**config.mk**
```make
export PLATFORM = sky130hd
export DESIGN_NAME = rca_seq_ctrl
export DESIGN_NICKNAME = d
export VERILOG_FILES = /design/src/rtl/rca_pkg.sv /design/src/rtl/rca_slice4.sv /design/src/rtl/rca_seq_ctrl.sv
export SDC_FILE = /design/constraint.sdc
export NUM_CORES = 1
export LEC_CHECK = 0
export ABC_AREA = 1
export BUFFER_PORTS_ARGS = -buffer_cell sky130_fd_sc_hd__buf_2
export CELL_PAD_IN_SITES_DETAIL_PLACEMENT = 0
export CELL_PAD_IN_SITES_GLOBAL_PLACEMENT = 2
export CORE_ASPECT_RATIO = 1.2
export CORE_MARGIN = 1
export CORE_UTILIZATION = 26
export DETAILED_ROUTE_END_ITERATION = 7
export PLACE_DENSITY_LB_ADDON = 0.1
export SYNTH_ARGS = -nofsm -noshare
export SYNTH_HDL_FRONTEND = slang
export SYNTH_SLANG_ARGS = --single-unit
```
**constraint.sdc**
```tcl
create_clock -name clk -period 2.8 [get_ports clk]
set_input_delay 0.56 -clock clk [delete_from_list [all_inputs] [get_ports clk]]
set_output_delay 0.56 -clock clk [all_outputs]
set_load 0.01 [all_outputs]
```
**src/rtl/rca_pkg.sv**
```systemverilog
// rtl/rca_pkg.sv - shared slice width, FSM encoding and sizing helpers for rca_seq_ctrl
package rca_pkg;

    localparam int SLICE_W = 4;

    typedef enum logic [1:0] {
        ST_IDLE = 2'd0,
        ST_RUN  = 2'd1,
        ST_DONE = 2'd2
    } state_t;

    function automatic int calc_nslice(input int width);
        return width / SLICE_W;
    endfunction

    // A single-slice build still needs a 1-bit counter to keep the select logic well formed.
    function automatic int calc_cnt_w(input int nslice);
        return (nslice <= 1) ? 1 : $clog2(nslice);
    endfunction

endpackage

```
**src/rtl/rca_slice4.sv**
```systemverilog
// rtl/rca_slice4.sv - combinational 4-bit ripple-carry adder built from full adders
module rca_slice4 (
    input  logic [3:0] a,
    input  logic [3:0] b,
    input  logic       ci,
    output logic [3:0] s,
    output logic       co
);

    logic [4:0] w_c;

    assign w_c[0] = ci;

    for (genvar i = 0; i < 4; i++) begin : g_fa
        assign s[i]     = a[i] ^ b[i] ^ w_c[i];
        assign w_c[i+1] = (a[i] & b[i]) | (w_c[i] & (a[i] ^ b[i]));
    end

    assign co = w_c[4];

endmodule

```
**src/rtl/rca_seq_ctrl.sv**
```systemverilog
// rtl/rca_seq_ctrl.sv - nibble-serial WIDTH-bit adder sequencer; SUB_EN adds a subtract mode
module rca_seq_ctrl
    import rca_pkg::*;
#(
    parameter int WIDTH = 16,
    parameter int SLICE = 4
) (
    input  logic             clk,
    input  logic             rst_n,
    input  logic             in_valid,
    output logic             in_ready,
    input  logic [WIDTH-1:0] a,
    input  logic [WIDTH-1:0] b,
    input  logic             c_in,
`ifdef SUB_EN
    input  logic             sub,
`endif
    output logic             out_valid,
    input  logic             out_ready,
    output logic [WIDTH-1:0] sum,
    output logic             c_out,
    output logic             busy
);

    localparam int NSLICE = calc_nslice(WIDTH);
    localparam int CNT_W  = calc_cnt_w(NSLICE);
    localparam logic [CNT_W-1:0] LAST = CNT_W'(NSLICE - 1);

    if ((WIDTH % SLICE_W) != 0 || WIDTH < SLICE_W) begin : g_bad_width
        $error("rca_seq_ctrl: WIDTH must be a multiple of 4 and at least 4");
    end
    if (SLICE != SLICE_W) begin : g_bad_slice
        $error("rca_seq_ctrl: SLICE is fixed at 4");
    end

    state_t             r_state;
    state_t             w_next;
    logic [CNT_W-1:0]   r_cnt;
    logic               r_carry;
    logic [WIDTH-1:0]   r_a;
    logic [WIDTH-1:0]   r_b;
    logic [WIDTH-1:0]   r_sum;
    logic               r_cout;

    logic               w_accept;
    logic               w_last;
    logic [SLICE_W-1:0] w_a_nib;
    logic [SLICE_W-1:0] w_b_nib;
    logic [SLICE_W-1:0] w_s_nib;
    logic               w_co;

    assign w_accept = in_valid && (r_state == ST_IDLE);
    assign w_last   = (r_cnt == LAST);
    assign w_a_nib  = r_a[{r_cnt, 2'b00} +: SLICE_W];
    assign w_b_nib  = r_b[{r_cnt, 2'b00} +: SLICE_W];

    rca_slice4 u_slice (
        .a  (w_a_nib),
        .b  (w_b_nib),
        .ci (r_carry),
        .s  (w_s_nib),
        .co (w_co)
    );

    always_ff @(posedge clk) begin
        if (!rst_n) begin
            r_state <= ST_IDLE;
        end else begin
            r_state <= w_next;
        end
    end

    always_comb begin
        w_next    = r_state;
        in_ready  = 1'b0;
        out_valid = 1'b0;
        busy      = 1'b0;
        case (r_state)
            ST_IDLE: begin
                in_ready = 1'b1;
                if (in_valid) w_next = ST_RUN;
            end
            ST_RUN: begin
                busy = 1'b1;
                if (w_last) w_next = ST_DONE;
            end
            ST_DONE: begin
                busy      = 1'b1;
                out_valid = 1'b1;
                if (out_ready) w_next = ST_IDLE;
            end
            default: w_next = ST_IDLE;
        endcase
    end

    always_ff @(posedge clk) begin
        if (!rst_n) begin
            r_cnt   <= '0;
            r_carry <= 1'b0;
            r_a     <= '0;
            r_b     <= '0;
            r_sum   <= '0;
            r_cout  <= 1'b0;
        end else begin
            case (r_state)
                ST_IDLE: begin
                    if (w_accept) begin
                        r_a   <= a;
                        r_cnt <= '0;
                        r_sum <= '0;
`ifdef SUB_EN
                        // a - b == a + ~b + 1, so invert once here and seed the carry.
                        r_b     <= sub ? ~b : b;
                        r_carry <= sub ? 1'b1 : c_in;
`else
                        r_b     <= b;
                        r_carry <= c_in;
`endif
                    end
                end
                ST_RUN: begin
                    r_sum[{r_cnt, 2'b00} +: SLICE_W] <= w_s_nib;
                    r_carry <= w_co;
                    if (w_last) begin
                        r_cout <= w_co;
                    end else begin
                        r_cnt <= r_cnt + CNT_W'(1);
                    end
                end
                default: ;
            endcase
        end
    end

    assign sum   = r_sum;
    assign c_out = r_cout;

endmodule

```
# Word-level counts from Yosys, hierarchy flattened
# Cells that the tools add are included.
[totals]
elab_cells = 65
ff_bits = 54
out_inout_bits = 20
[op_classes]
n_shift = 4
n_mux = 15
n_addsub = 2
eq_ne = 8
reduce_logical = 9
n_bitwise = 20
[ops]
columns = ["op", "count"]
rows = [
  ["16-bit case mux with 2 select lines", 1],
  ["16-bit by 5-bit indexed part select with 4-bit output", 2],
  ["16-bit bitwise mux", 1],
  ["16-bit two-way mux", 1],
  ["4-bit by 6-bit variable shift with 16-bit output (first input constant)", 1],
  ["4-bit by 6-bit indexed part select with 16-bit output", 1],
  ["2-bit two-way mux", 5],
  ["2-bit != test (second input constant)", 5],
  ["1-bit bitwise AND", 8],
  ["1-bit bitwise XOR", 8],
  ["4-bit negator with 6-bit output", 1],
  ["2-bit case mux with 3 select lines", 1],
  ["2-bit AND reduction", 3],
  ["3-bit AND reduction", 2],
  ["2-bit == test (second input constant)", 2],
  ["1-bit two-way mux", 4],
  ["1-bit OR", 4],
  ["2-bit case mux with 2 select lines", 1],
  ["2-bit by 1-bit adder with 2-bit output (second input constant)", 1],
  ["2-bit by 1-bit == test with 1-bit output (second input constant)", 1],
  ["2-bit logical NOT", 1],
  ["1-bit case mux with 2 select lines", 1],
  ["2-bit nonzero test", 1],
  ["2-bit OR reduction", 1],
  ["1-bit logical AND", 1],
]

# Depth between registers and ports, before layout
[logic_depth]
depth_word = 12
mapped_depth = 16
mapped_depth_nobuf = 16

# Cells and area by module
# From an unflattened synthesis, not the netlist that was laid out.
[hier_totals]
hier_cells = 393
area_unflattened_um2 = 2653.8
[modules_own_cells]
columns = ["module", "area_per_inst_um2", "instances", "cells_per_inst", "seq_area_each_um2"]
rows = [
  ["rca_seq_ctrl", 2536.2, 1, 379, 1081.0],
  ["rca_slice4", 117.6, 1, 14, 0.0],
]

# Worst setup path before layout
# Ideal clock, no wire load.
[synth_timing]
kind = "register -> register"
start = "register r_cnt[0]"
end = "register r_sum[7] (netlist: sum[7])"
path_stages_with_launch = 17
t_required_ps = 2687
slack_ps = 19
t_arrival_ps = 2669
path_buffers = 1
synth_period_minus_slack_ps = 2781
cell_sequence = "dfxtp_1 -> buf_2 -> o21ai_0 -> o22a_1 -> fa_1 -> inv_1 -> fa_1 -> inv_1 -> fa_1 -> inv_1 -> fa_1 -> inv_1 -> nor2_1 -> nand2_1 -> nor2_1 -> nor2_1 -> nor2_1"
[synth_between]
elab_chain_cells = 12
[synth_rtl]
columns = ["item", "line", "text"]
rows = [
  ["start: declaration", "rca_seq_ctrl.sv:38", "logic [CNT_W-1:0] r_cnt;"],
  ["start signal: assignment", "rca_seq_ctrl.sv:127", "r_cnt <= r_cnt + CNT_W'(1);"],
  ["16-bit by 5-bit indexed part select with 4-bit output (on tied branches)", "rca_seq_ctrl.sv:54, rca_seq_ctrl.sv:55", ""],
  ["1-bit bitwise XOR", "rca_slice4.sv:15, rca_slice4.sv:16", ""],
  ["1-bit bitwise AND", "rca_slice4.sv:16", "assign w_c[i+1] = (a[i] & b[i]) | (w_c[i] & (a[i] ^ b[i]));"],
  ["1-bit OR", "rca_slice4.sv:16", ""],
  ["1-bit bitwise AND", "rca_slice4.sv:16", ""],
  ["1-bit OR", "rca_slice4.sv:16", ""],
  ["1-bit bitwise AND", "rca_slice4.sv:16", ""],
  ["1-bit OR", "rca_slice4.sv:16", ""],
  ["1-bit bitwise XOR", "rca_slice4.sv:15", "assign s[i] = a[i] ^ b[i] ^ w_c[i];"],
  ["4-bit by 6-bit indexed part select with 16-bit output", "rca_seq_ctrl.sv:122", "r_sum[{r_cnt, 2'b00} +: SLICE_W] <= w_s_nib;"],
  ["16-bit bitwise mux *", "rca_seq_ctrl.sv:122", ""],
  ["16-bit case mux with 2 select lines *", "rca_seq_ctrl.sv:105", "case (r_state)"],
  ["end signal: indexed assignment", "rca_seq_ctrl.sv:122", ""],
  ["end: declaration", "rca_seq_ctrl.sv:42", "logic [WIDTH-1:0] r_sum;"],
]
# Mark *: on every way between the ends. The rest lies on a longest branch, timed or not.
# A chain may end at the register's enable or synchronous reset.

# Worst setup path after layout
# Ends and elaborated chain as after synthesis.

==> flow_summary.toml <==
[sta]
setup_viol = 0
finalClockSkew_ns = 0.00556
fin_ws_ns = 0.0900
max_slew_margin_pct = 34.4
fmax_mhz = 369
worst_pin_slew_ns = 0.983
rsz0062_at_grt = "yes"
period_share_pct = 96.8
hold_viol = 0
report.final.slew_viol_count = 0
fin_crit_ns = 2.71

[cts]
cts_tree = "yes"
numCtsBuffers = 5
clkTransAtPathRegs_ns = 0.07
cts-root-buf = "clkbuf_16"
htreeDepth = 2
holdBufCountCts = 0
clock_path_buffers = 2
cts.sinks = 54
worstSkewPairLatency_ns = 0.29

[pwr]
p_leak_nw = 1.52
p_int_w = 0.00156
pwr-share-seq_pct = 40.1
p_total_w = 0.00228
p_switching_w = 0.000725
peakVddDrop_mv = 0.253
pwr-share-comb_pct = 28.6
p_sw_share_pct = 31.7
pwr-share-clk_pct = 31.2
p_per_area_nw_per_um2 = 702

[global_routing]
antenna_found_initial = 0
grt.total_usage_pct = 14.3
grt_pass1_wl_um = 11600
overflow = 0
grt_max_degree = 33
grt_pass1_vias = 2360

[detailed_routing]
firstDrtPassIters = 4
ant_nets = 0
drcViolationCount = 0
wirelength_um = 7020
vias_per_cell = 4.33
avgRoutedWirePerCell_um = 12.5
num_vias = 2434
dr.first_iter.drc_count = 63

[worst_setup_path]
critPathBufInv = 5
cp_max_fo = 8
cp_slowest_cell = "fa_1"
crit_chain = "inv_6, nor2_2, o22a_1, fa_2, inv_2, fa_2, inv_2, fa_2, inv_2, fa_1, inv_2, nor2_4, nand2_2, nor2_1, nor2_1, nor2_1"
critPathTopFamily = "adder cells"
critPathCaptureType = "flip-flop"
crit_required_ns = 2.99
criticalPathCategory = "reg2reg"
startpoint_type = "flip-flop"
cp_common_cell = "inv_2"
critical_path.max_stage_delay_ns = 0.40
worstPathArrival_ns = 2.90

[synth]
synth_cell_type_count = 21
synth_area_leaders = "dfxtp_1, nor2_1, o21ai_0"
synth_top_area_share_pct = 41.7
synth_top_area_cell = "dfxtp_1"
synthSimpleGateAreaFrac_pct = 30.4
netlist_area_um2 = 2590
synth_xor_xnor_area_share_pct = 0
yosysMostFrequentCell = "nor2_1"
synth-seq-cells = 54
synth_area_per_cell_um2 = 6.82
synth_fa_ha_area_share_pct = 6.47
async_flop_share_pct = 0
synthMuxAreaShare_pct = 0
yosysWarnings = 0
synth_compound_area_share_pct = 13.3
synth_ff_type = "dfxtp_1"
synth_top_family_by_area = "simple AND/OR/NAND/NOR gates"
ys_top_cells_by_count = "nor2_1, dfxtp_1, nand2_1, o21ai_0, inv_1"
syn_inst = 380
syn_nets = 428
yosysSeqAreaShare_pct = 41.7
synth-edff-count = 0

[floorplanning]
core_area_um2 = 9610
die-area_um2 = 10400
ios = 57
die_x_um = 93.1
start_util_pct = 26.9
die_h_um = 111
rows = 39

[finish]
antenna_cells = 0
area_delta_synth_final_pct = 25.5
drive_above_1_share_pct = 22.3
nNetsFinal = 487

[placement]
numPortBuffers = 56
gp_congestion = 0.799
pre_cts_slack_ns = -0.0154
dpl.hpwl_um = 5240

[run]
cap_viol_max_count = 0

[status]
status = "finished clean"

[hold_path]
hp-class = "reg2reg"
[registers in the layout (all words and copies together), names as in the netlist]
signal,count
c_out,1
r_carry,1
r_state,2
r_a,16
r_cnt,2
r_b,16
sum,16
[cell usage in the layout, fill, tap and decap left out]
master	synthesis	final
a21oi_1	7	7
and3_1	1	1
buf_2	7	56
buf_4	1	12
bufinv_16	0	1
clkbuf_16	0	5
clkbuf_8	0	1
dfxtp_1	54	52
dfxtp_4	0	2
fa_1	4	1
fa_2	0	3
ha_1	7	7
inv_1	32	28
inv_2	1	4
inv_4	0	1
inv_6	0	1
nand2_1	52	51
nand2_2	5	6
nand2_4	1	1
nand3_1	10	10
nor2_1	130	127
nor2_2	0	2
nor2_4	0	1
o21ai_0	50	47
o21ai_1	0	2
o21ai_2	0	1
o22a_1	4	4
o22ai_1	4	3
o22ai_2	0	1
or2_1	1	1
[repair_timing]
item,CTS,global route
pin swaps,0,9
resized for setup,2,23
endpoints found under the setup margin,3,4
buffers inserted,0,2
hold endpoints to repair,0,0
[through the flow]
| stage | cells | hold WS [ns] | cell area (um^2) | util [%] | TNS, ns |
|---|---|---|---|---|---|
| 2_1_floorplan | 380 | 0.449 | 2590 | - | 0 |
| 3_3_place_gp | 553 | 0.450 | 3020 | 31.4 | 0 |
| 3_5_place_dp | 553 | 0.455 | 3020 | 31.4 | -0.0154 |
| 4_1_cts | 560 | 0.466 | 3190 | 33.2 | 0 |
| 5_1_grt | 562 | 0.481 | 3250 | 33.8 | -0.128 |
| 6_report | 562 | 0.461 | 3250 | 33.8 | 0 |
[worst paths after layout]
check / end / from / slack (ns) / depth (start not counted)
worst max register to register: sum[7]$_SDFFE_PN0P_ / r_cnt[0]$_SDFFE_PN0P_ / 0.09 / 16
worst min-delay path: sum[10]$_SDFFE_PN0P_ / sum[10]$_SDFFE_PN0P_ / 0.46 / 2
worst min register to register: sum[10]$_SDFFE_PN0P_ / sum[10]$_SDFFE_PN0P_ / 0.46 / 2
worst max-delay path: sum[7]$_SDFFE_PN0P_ / r_cnt[0]$_SDFFE_PN0P_ / 0.09 / 16
[worst register-to-register path: stages, from the launching register on]
cell	delay (ns)
dfxtp_4	0.38
inv_6	0.08
nor2_2	0.04
o22a_1	0.23
fa_2	0.37
inv_2	0.06
fa_2	0.18
inv_2	0.04
fa_2	0.37
inv_2	0.07
fa_1	0.40
inv_2	0.09
nor2_4	0.04
nand2_2	0.06
nor2_1	0.04
nor2_1	0.10
nor2_1	0.04
[metal layers]
layer / vias to the layer above / GRT usage [%] / share of wire, %
met5: - / 0 / 0
met4: 0 / 4.00 / 1.0
met3: 5 / 2.46 / 2.6
met2: 38 / 25.7 / 52
met1: 1092 / 17.3 / 44
li1: 1299 / - / -
[power groups by stage]
stage                     sequential, W  combinational [W]  clock (W)
after CTS                      0.000916           0.000631   0.000745
after detailed placement       0.000932           0.000627          0
final                          0.000916           0.000653   0.000713
after global placement         0.000931           0.000627          0
after global routing           0.000929           0.000753   0.000774
after floorplan                0.000928           0.000419          0
[cell type report]
cell class	instances	area (um^2)
Sequential cell	54	1090
Multi-Input combinational cell	276	1330
Tap cell	123	154
Fill cell	1093	6360
Clock buffer	6	139
Timing Repair Buffer	68	370
Clock inverter	1	30.0
Inverter	34	135
[cell families (layout without fill, tap and decap cells)]
group                      after synthesis  in the layout
DFF                                     54             54
buffers and inverters                   50            109
adders and majority gates               11             11
and+or+nand+nor                        200            200
AOI/OAI and AO/OA                       65             65
Note: power is estimated with default switching activity, not from simulation.
